## config.mk

```make
export PLATFORM = sky130hd
export DESIGN_NAME = ct_accum_serial
export DESIGN_NICKNAME = d
export VERILOG_FILES = /design/src/rtl/ct_accum_serial.sv
export SDC_FILE = /design/constraint.sdc
export NUM_CORES = 2
export LEC_CHECK = 0
export ABC_AREA = 1
export CORE_MARGIN = 4
export CORE_UTILIZATION = 52
export DETAILED_ROUTE_END_ITERATION = 7
export PLACE_DENSITY = 0.72
export SYNTH_ARGS = -nofsm -noshare
export SYNTH_HDL_FRONTEND = slang
export SYNTH_SLANG_ARGS = --single-unit
```

## constraint.sdc

```tcl
create_clock -name clk -period 7.8 [get_ports clk]
set_input_delay 1.56 -clock clk [delete_from_list [all_inputs] [get_ports clk]]
set_output_delay 1.56 -clock clk [all_outputs]
set_load 0.02 [all_outputs]
```

## src/rtl/ct_accum_serial.sv

```systemverilog
// Slot-serial ciphertext accumulator: sums a stream of (A,B) terms mod Q_MOD with one adder per component.
// Optional term counter port out_terms is enabled by defining CT_ACCUM_CNT_EN.
module ct_accum_serial #(
    parameter int N_SLOTS_L = 8,
    parameter int W_BITS_L  = 16,
    parameter int Q_MOD     = 7710
) (
    input  logic                                    clk,
    input  logic                                    rst_n,
    input  logic                                    in_valid,
    output logic                                    in_ready,
    input  logic [1:0][N_SLOTS_L-1:0][W_BITS_L-1:0] in_ct,
    input  logic                                    in_last,
    output logic                                    out_valid,
    input  logic                                    out_ready,
    output logic [1:0][N_SLOTS_L-1:0][W_BITS_L-1:0] out_ct,
    output logic                                    busy
`ifdef CT_ACCUM_CNT_EN
    ,
    output logic [15:0]                             out_terms
`endif
);

    localparam int IDX_W = $clog2(N_SLOTS_L);
    localparam logic [IDX_W-1:0]  IDX_LAST = IDX_W'(N_SLOTS_L - 1);
    localparam logic [W_BITS_L:0] QP_X     = (W_BITS_L + 1)'(Q_MOD);

    typedef enum logic [1:0] {
        S_IDLE = 2'd0,
        S_ADD  = 2'd1,
        S_OUT  = 2'd2
    } state_t;

    typedef logic [1:0][N_SLOTS_L-1:0][W_BITS_L-1:0] ct_t;

    // Sum in W+1 bits so the carry is never lost, then fold once.
    function automatic logic [W_BITS_L-1:0] mod_add(input logic [W_BITS_L-1:0] a,
                                                    input logic [W_BITS_L-1:0] b);
        logic [W_BITS_L:0] s;
        s = {1'b0, a} + {1'b0, b};
        if (s >= QP_X) begin
            s = s - QP_X;
        end
        return s[W_BITS_L-1:0];
    endfunction

    state_t            r_state;
    state_t            w_state_next;
    ct_t               r_acc;
    ct_t               r_op;
    ct_t               r_out_ct;
    ct_t               w_acc_next;
    logic              r_acc_empty;
    logic [IDX_W-1:0]  r_idx;
    logic              r_last_q;
    logic              w_in_fire;
    logic              w_out_fire;

    assign w_in_fire  = in_valid && (r_state == S_IDLE);
    assign w_out_fire = out_ready && (r_state == S_OUT);

    // Accumulator with the current slot of both components replaced by its modular sum.
    always_comb begin
        w_acc_next = r_acc;
        for (int c = 0; c < 2; c++) begin
            w_acc_next[c][r_idx] = mod_add(r_acc[c][r_idx], r_op[c][r_idx]);
        end
    end

    // Next-state decode.
    always_comb begin
        w_state_next = r_state;
        case (r_state)
            S_IDLE: begin
                if (in_valid) begin
                    if (r_acc_empty) begin
                        w_state_next = in_last ? S_OUT : S_IDLE;
                    end else begin
                        w_state_next = S_ADD;
                    end
                end else begin
                    w_state_next = S_IDLE;
                end
            end
            S_ADD: begin
                if (r_idx == IDX_LAST) begin
                    w_state_next = r_last_q ? S_OUT : S_IDLE;
                end else begin
                    w_state_next = S_ADD;
                end
            end
            S_OUT: begin
                if (out_ready) begin
                    w_state_next = S_IDLE;
                end else begin
                    w_state_next = S_OUT;
                end
            end
            default: begin
                w_state_next = S_IDLE;
            end
        endcase
    end

    // State register.
    always_ff @(posedge clk) begin
        if (!rst_n) begin
            r_state <= S_IDLE;
        end else begin
            r_state <= w_state_next;
        end
    end

    // Datapath: load, per-slot add, and output capture. out_ct is only
    // written with a finished sum so it never exposes a partial ADD.
    always_ff @(posedge clk) begin
        if (!rst_n) begin
            r_acc       <= '0;
            r_op        <= '0;
            r_out_ct    <= '0;
            r_acc_empty <= 1'b1;
            r_idx       <= '0;
            r_last_q    <= 1'b0;
        end else begin
            case (r_state)
                S_IDLE: begin
                    if (in_valid) begin
                        if (r_acc_empty) begin
                            r_acc       <= in_ct;
                            r_acc_empty <= 1'b0;
                            if (in_last) begin
                                r_out_ct <= in_ct;
                            end
                        end else begin
                            r_op     <= in_ct;
                            r_last_q <= in_last;
                            r_idx    <= '0;
                        end
                    end
                end
                S_ADD: begin
                    r_acc <= w_acc_next;
                    if (r_idx == IDX_LAST) begin
                        if (r_last_q) begin
                            r_out_ct <= w_acc_next;
                        end
                    end else begin
                        r_idx <= r_idx + IDX_W'(1);
                    end
                end
                S_OUT: begin
                    if (out_ready) begin
                        r_acc       <= '0;
                        r_acc_empty <= 1'b1;
                        r_out_ct    <= '0;
                    end
                end
                default: begin
                    r_acc_empty <= 1'b1;
                end
            endcase
        end
    end

`ifdef CT_ACCUM_CNT_EN
    logic [15:0] r_terms;

    // Terms in the current sum; sticks at all-ones while accumulation carries on.
    always_ff @(posedge clk) begin
        if (!rst_n) begin
            r_terms <= 16'd0;
        end else if (w_out_fire) begin
            r_terms <= 16'd0;
        end else if (w_in_fire && (r_terms != 16'hFFFF)) begin
            r_terms <= r_terms + 16'd1;
        end
    end

    assign out_terms = r_terms;
`else
    logic w_unused_fire;
    assign w_unused_fire = w_in_fire ^ w_out_fire;
`endif

    assign in_ready  = (r_state == S_IDLE);
    assign out_valid = (r_state == S_OUT);
    assign out_ct    = r_out_ct;
    assign busy      = (r_state != S_IDLE) || !r_acc_empty;

endmodule

```

=== Yosys cells after proc, flatten, opt, wreduce, memory -nomap -nowiden ===
Index checks and enable logic that the tools add are counted.

* Output and inout port bits: 259
* Bits in writable memories: 0
* Input bits: 261
* Memories: 0
* Memory bits (read-only): 0
* Register bits: 775
* Logic and storage cells: 124
* Bits in latches: 0

* Multiplexer cells: 38
* Eq/ne operators: 11
* Shifts and indexed selects: 0
* $lt $le $gt $ge: 4
* $mul: 0
* Div/mod/pow operators: 0
* $add $sub $neg: 5
* Bitwise operators: 2
* Reductions and logical operators: 12

{| class="wikitable"
|+ Operator list
! kind !! number
|-
| two-way mux 256 bit || 8
|-
| case mux 256 bit (3 select lines) || 2
|-
| bitwise mux 128 bit || 2
|-
| binary-select mux 16 bit (select 3 bit) || 4
|-
| two-way mux 16 bit || 7
|-
| demux 16 bit (select 3 bit) || 1
|-
| adder 16 x 16 -> 17 bit || 2
|-
| >= comparator 17 x 13 -> 1 bit (second input constant) || 2
|-
| subtractor 16 x 13 -> 16 bit (second input constant) || 2
|-
| two-way mux 2 bit || 6
|-
| inequality test 2 bit (second input constant) || 5
|-
| two-way mux 3 bit || 3
|-
| AND reduction 4 bit || 2
|-
| AND reduction 7 bit || 1
|-
| inequality test 2 x 1 -> 1 bit (second input constant) || 3
|-
| case mux 2 bit (3 select lines) || 1
|-
| case mux 3 bit (2 select lines) || 1
|-
| AND reduction 3 bit || 2
|-
| < comparator 3 x 4 -> 1 bit (second input constant) || 1
|-
| nonzero test 2 bit || 2
|-
| adder 3 x 1 -> 3 bit (second input constant) || 1
|-
| equality test 3 bit (second input constant) || 1
|-
| >= comparator 3 x 1 -> 1 bit (second input constant) || 1
|-
| case mux 1 bit (3 select lines) || 1
|-
| other kinds (9) || 11
|}

=== Depth between registers and ports, before layout ===
* Word-level depth: 9
* Depth in mapped cells: 32
* Mapped depth without buffers: 29

=== Worst setup path after synthesis ===
Ideal clock, no wire load.

* Kind: register -> register
* Start point: register r_idx[0]
* End point: register r_acc[56] (netlist bit)
* Arrival: 4.231 ns
* Period minus slack after synthesis: 4.340 ns
* Path slack: 3.460 ns
* Cell stages (with the launch flop): 23
* Setup time: 0.109 ns
* Data required time: 7.691 ns
* Cell sequence: dfxtp_1 -> clkinv_1 -> nor3_1 -> clkinv_1 -> clkbuf_1 -> buf_1 -> o2111ai_1 -> ha_1 -> inv_1 -> fa_1 -> inv_1 -> ha_1 -> nand3_1 -> nand3_4 -> a21oi_4 -> buf_6 -> nand3_4 -> nand2_8 -> nand2_2 -> nand2_1 -> nand3_1 -> nand2_1 -> inv_1

* Cells in the longest elaborated chain, start to end: 7
* Elaborated cells on any way between the ends: 15

{| class="wikitable"
|+ Ends and longest elaborated chain
! element !! line !! source
|-
| start: declaration || 54 || <nowiki>logic [IDX_W-1:0] r_idx;</nowiki>
|-
| start signal: assignment || 148 || <nowiki>r_idx <= r_idx + IDX_W'(1);</nowiki>
|-
| binary-select mux 16 bit (select 3 bit) || 66 || <nowiki>w_acc_next[c][r_idx] = mod_add(r_acc[c][r_idx], r_op[c][r_idx]);</nowiki>
|-
| two-way mux 16 bit (implied by the code) || 66 ||
|-
| adder 16 x 16 -> 17 bit || 40 || <nowiki>s = {1'b0, a} + {1'b0, b};</nowiki>
|-
| subtractor 16 x 13 -> 16 bit / >= comparator 17 x 13 -> 1 bit (equally long branches) || 42, 41 ||
|-
| two-way mux 16 bit || 41 || <nowiki>if (s >= QP_X) begin</nowiki>
|-
| bitwise mux 128 bit (*) || 66 ||
|-
| case mux 256 bit (3 select lines) (*) || 125 || <nowiki>case (r_state)</nowiki>
|-
| end signal: assignment || 129 || <nowiki>r_acc <= in_ct;</nowiki>
|-
| end signal: assignment || 142 || <nowiki>r_acc <= w_acc_next;</nowiki>
|-
| end: declaration || 49 || <nowiki>ct_t r_acc;</nowiki>
|}

Every way passes the cells marked *; elsewhere a longest branch is shown, timed or not. The select of a mux whose other input is x is not followed.
A chain may end at the register's enable or synchronous reset.

=== Worst setup path after layout ===
* Start point: register r_idx[2]
* End point: register r_acc[52] (netlist bit)

The elaborated chain is that of the path after synthesis.

==> PnR_summary.wiki <==
{| class="wikitable"
! Metric !! Value
|-
| Arrival time of the worst setup path || 7.01 ns
|-
| Post-CTS clock slew at the launch and capture registers of the worst setup and hold paths || 0.06 ns
|-
| Drt total wl || 178000 um
|-
| I/O pin count || 520
|-
| Setup bufs post-CTS || 0
|-
| Total internal power || 8.95 mW
|-
| Area of the multi-input gates || 0.0204 mm2
|-
| WL/cell || 22.4 um
|-
| Area of the die || 0.0852 mm2
|-
| Worst Slack Setup Final || 1.32 ns
|-
| Global-route wire length before repair || 261000 um
|-
| Met3 Wirelength || 17500 um
|-
| Mapped Nets || 6860
|-
| CP Class || reg2reg
|-
| Clock tree from TritonCTS || yes
|-
| Largest net degree at the start of global routing || 231
|-
| Number of nets in the final layout || 7115
|-
| Number of violations of the max-capacitance limit || 0
|-
| Worst hold-check path type || reg2reg
|-
| Number of H-tree levels || 3
|-
| Length of routed wiring on met1 || 64900 um
|-
| Die height || 292 um
|-
| Total routing usage reported by global routing || 0.396
|-
| Slowest cell on the critical path || sky130_fd_sc_hd__clkinv_2
|-
| DR WL met2 || 78700 um
|-
| Clk root buf || sky130_fd_sc_hd__clkbuf_16
|-
| Overflow after GRT || 0
|-
| Post-placement setup slack || 1.45 ns
|-
| Total of flip-flops plus latches after synthesis || 775
|-
| Post-Syn Area || 0.0419 mm2
|-
| Most Frequent Cell on Critical Path || sky130_fd_sc_hd__nand2_1
|-
| P_leak || 23.2 nW
|-
| Standard-cell row count || 103
|-
| Num CTS Buffers || 86
|-
| Setup-violating endpoint count in the final report || 0
|-
| Quantity of I/O buffers inserted on ports || 519
|-
| Count of warnings emitted by yosys || 0
|-
| Initial antenna violation count || 9
|-
| Maximum count of clock buffers along a single path || 3
|-
| Share of power burned in registers || 0.305
|-
| Via/cell ratio || 5.73
|-
| Per-instance average area after synthesis || 6.39 um2
|-
| Final critical path time including I/O delays and setup || 6.48 ns
|-
| Routability congestion estimate from global placement || 1.03
|-
| Sequential fraction of the synthesis area || 0.370
|-
| Total via count in the routed design || 45500
|-
| Clock network power share || 0.267
|-
| Power per cell area || 317 mW/mm2
|-
| DR pass1 iterations || 8
|-
| Count of instances resized after the clock tree is built || 0
|-
| Switching part of the total power || 0.439
|-
| Layout cells sized above 1 || 0.0552
|-
| Logic pwr share || 0.428
|-
| Final-report hold violation count || 0
|-
| Outcome || complete, but fails checks
|-
| DR DRC count || 12
|-
| Starting Density || 0.528
|-
| Setup repair after global routing missed its margin || no
|-
| Clock latency at the later pin of the worst-skew pair || 0.67 ns
|-
| Number of filler cells placed in the layout || 7462
|-
| Peak ir drop on the vdd network || 0.232 mV
|-
| X dimension of the die || 292 um
|-
| Core footprint || 0.0794 mm2
|-
| Setup tns final || 0 ns
|-
| Largest fanout on the critical path || 29
|-
| Post-route clock period utilization || 0.831
|-
| ANT nets after route || 0
|-
| Normalized max-slew margin || 0.206
|-
| Dpl hpwl || 121000 um
|-
| Drt first-iter violations || 5515
|-
| Type of element capturing the critical path || flip-flop
|-
| Required arrival time at the worst endpoint || 8.33 ns
|-
| Top layer reached by signal wires || met5
|-
| Vias in the first global route || 41900
|-
| Transition time at the pin with the least slew margin || 1.19 ns
|-
| Hold Buf Count CTS || 0
|-
| Number of instances in the synthesized netlist || 6557
|-
| Post-synthesis to final-layout area growth || 20.1%
|-
| Sinks on Clock Net || 775
|-
| Register area || 0.0155 mm2
|-
| Violations in the final reports || design-rule violations
|-
| Net switching power || 7.00 mW
|-
| Final setup skew || 0.0482 ns
|-
| Number of pins with negative max-slew slack in the final report || 0
|-
| Distinct cells, synth || 48
|-
| Max Clk Rate || 154 MHz
|-
| Worst Setup Start Kind || flip-flop
|-
| Worst stage delay on the critical path || 0.85 ns
|}
-- power groups by stage --
stage          clock (mW)  sequential [mW]  combinational, mW
2_1_floorplan           0             5.08               3.92
3_3_place_gp            0             4.92               6.54
3_5_place_dp            0             4.93               6.58
4_1_cts              4.26             4.85               6.62
5_1_grt              4.41             4.91               7.19
6_report             4.25             4.87               6.82
-- per-layer routing --
layer | vias to the layer above | track usage
li1 | 21300 | -
met1 | 20900 | 0.477
met2 | 2693 | 0.623
met3 | 622 | 0.0739
met4 | 2 | 0.314
met5 | - | 0
-- worst paths after layout --
path / to / slack (ns) / depth (start not counted) / startpoint
setup / recovery: r_acc[52]$_SDFFE_PN0P_ / 1.32 / 25 / r_idx[2]$_SDFFE_PN0P_
hold / removal: r_op[110]$_SDFFE_PN0P_ / 0.45 / 2 / r_op[110]$_SDFFE_PN0P_
setup reg to reg: r_acc[52]$_SDFFE_PN0P_ / 1.32 / 25 / r_idx[2]$_SDFFE_PN0P_
hold reg to reg: r_op[110]$_SDFFE_PN0P_ / 0.45 / 2 / r_op[110]$_SDFFE_PN0P_
-- registers in the layout, summed over array words and instances (netlist names) --
| register | count |
|---|---|
| r_state | 2 |
| out_ct | 256 |
| r_acc_empty | 1 |
| r_op | 256 |
| r_acc | 256 |
| r_idx | 3 |
| r_last_q | 1 |
-- synth_stat cells (all sizes together) --
cell / instances / share of area
a211oi: 3 / 0.00054
a21boi: 2 / 0.00036
a21oi: 801 / 0.096
a221oi: 51 / 0.011
a22oi: 42 / 0.0075
a31oi: 2 / 0.00030
and2: 4 / 0.00060
buf: 94 / 0.013
clkbuf: 328 / 0.030
clkinv: 4 / 0.00036
dfxtp: 775 / 0.37
fa: 2 / 0.00096
ha: 40 / 0.012
inv: 1135 / 0.10
nand2: 1540 / 0.15
nand3: 626 / 0.079
nand3b: 6 / 0.0011
nand4: 21 / 0.0031
nor2: 574 / 0.052
nor3: 8 / 0.0011
o2111ai: 43 / 0.0090
o211ai: 8 / 0.0014
o21a: 1 / 0.00018
o21ai: 309 / 0.037
o21bai: 1 / 0.00018
o22ai: 110 / 0.016
o31ai: 1 / 0.00018
or2: 2 / 0.00030
or4: 9 / 0.0016
xnor2: 5 / 0.0010
xor2: 10 / 0.0021
-- final cells by class --
| type | count | share of cell area |
|---|---|---|
| multi-input cells | 4221 | 0.406 |
| diodes | 8 | 0.000398 |
| clock inverters | 39 | 0.00987 |
| repair buffers | 589 | 0.116 |
| flip-flops and latches | 775 | 0.308 |
| well taps | 1050 | 0.0261 |
| clock buffers | 117 | 0.0479 |
| inverters | 1139 | 0.0855 |
-- logic make-up after synthesis --
family / synth area share
AO/OA/AOI/OAI: 0.180
flip-flops: 0.370
AND/OR/NAND/NOR: 0.289
adder cells (fa/ha/maj): 0.0129
XOR/XNOR: 0.00314
buffers and inverters: 0.145
-- layout by cell type (no fill, tap or decap), types with 15 or more instances in the layout --
master and instances:
sky130_fd_sc_hd__nand2_1 1423, sky130_fd_sc_hd__inv_1 1127, sky130_fd_sc_hd__a21oi_1 797, sky130_fd_sc_hd__dfxtp_1 775, sky130_fd_sc_hd__nand3_1 604, sky130_fd_sc_hd__nor2_1 567
sky130_fd_sc_hd__clkdlybuf4s50_1 518, sky130_fd_sc_hd__o21ai_0 309, sky130_fd_sc_hd__o22ai_1 110, sky130_fd_sc_hd__clkbuf_16 86, sky130_fd_sc_hd__nand2_2 82, sky130_fd_sc_hd__buf_4 60
sky130_fd_sc_hd__a221oi_1 51, sky130_fd_sc_hd__o2111ai_1 43, sky130_fd_sc_hd__a22oi_1 42, sky130_fd_sc_hd__ha_1 40, sky130_fd_sc_hd__nand2_4 30, sky130_fd_sc_hd__nand4_1 21
sky130_fd_sc_hd__clkinv_2 18, sky130_fd_sc_hd__clkbuf_1 17, sky130_fd_sc_hd__nand3_4 15
-- worst max-delay path: cells and delay by family (launching register included) --
kind,cells,cell delay [ns]
AND/OR/NAND/NOR,13,2.28
adder cells (fa/ha/maj),2,0.71
flip-flops,1,0.43
AO/OA/AOI/OAI,2,0.65
buffers and inverters,8,2.28
-- metrics by stage --
| step | power, mW | instance area (um2) | hold slack [ns] | utilization | std cells |
|---|---|---|---|---|---|
| after floorplan | 9.00 | 41900 | 0.423 | - | 6557 |
| after global placement | 11.5 | 47400 | 0.432 | 0.597 | 7774 |
| after detailed placement | 11.5 | 47400 | 0.436 | 0.597 | 7774 |
| after CTS | 15.7 | 50300 | 0.445 | 0.633 | 7930 |
| after global routing | 16.5 | 50300 | 0.457 | 0.634 | 7937 |
| final | 15.9 | 50300 | 0.446 | 0.634 | 7938 |
No activity file was read; power rests on OpenSTA's default activity.
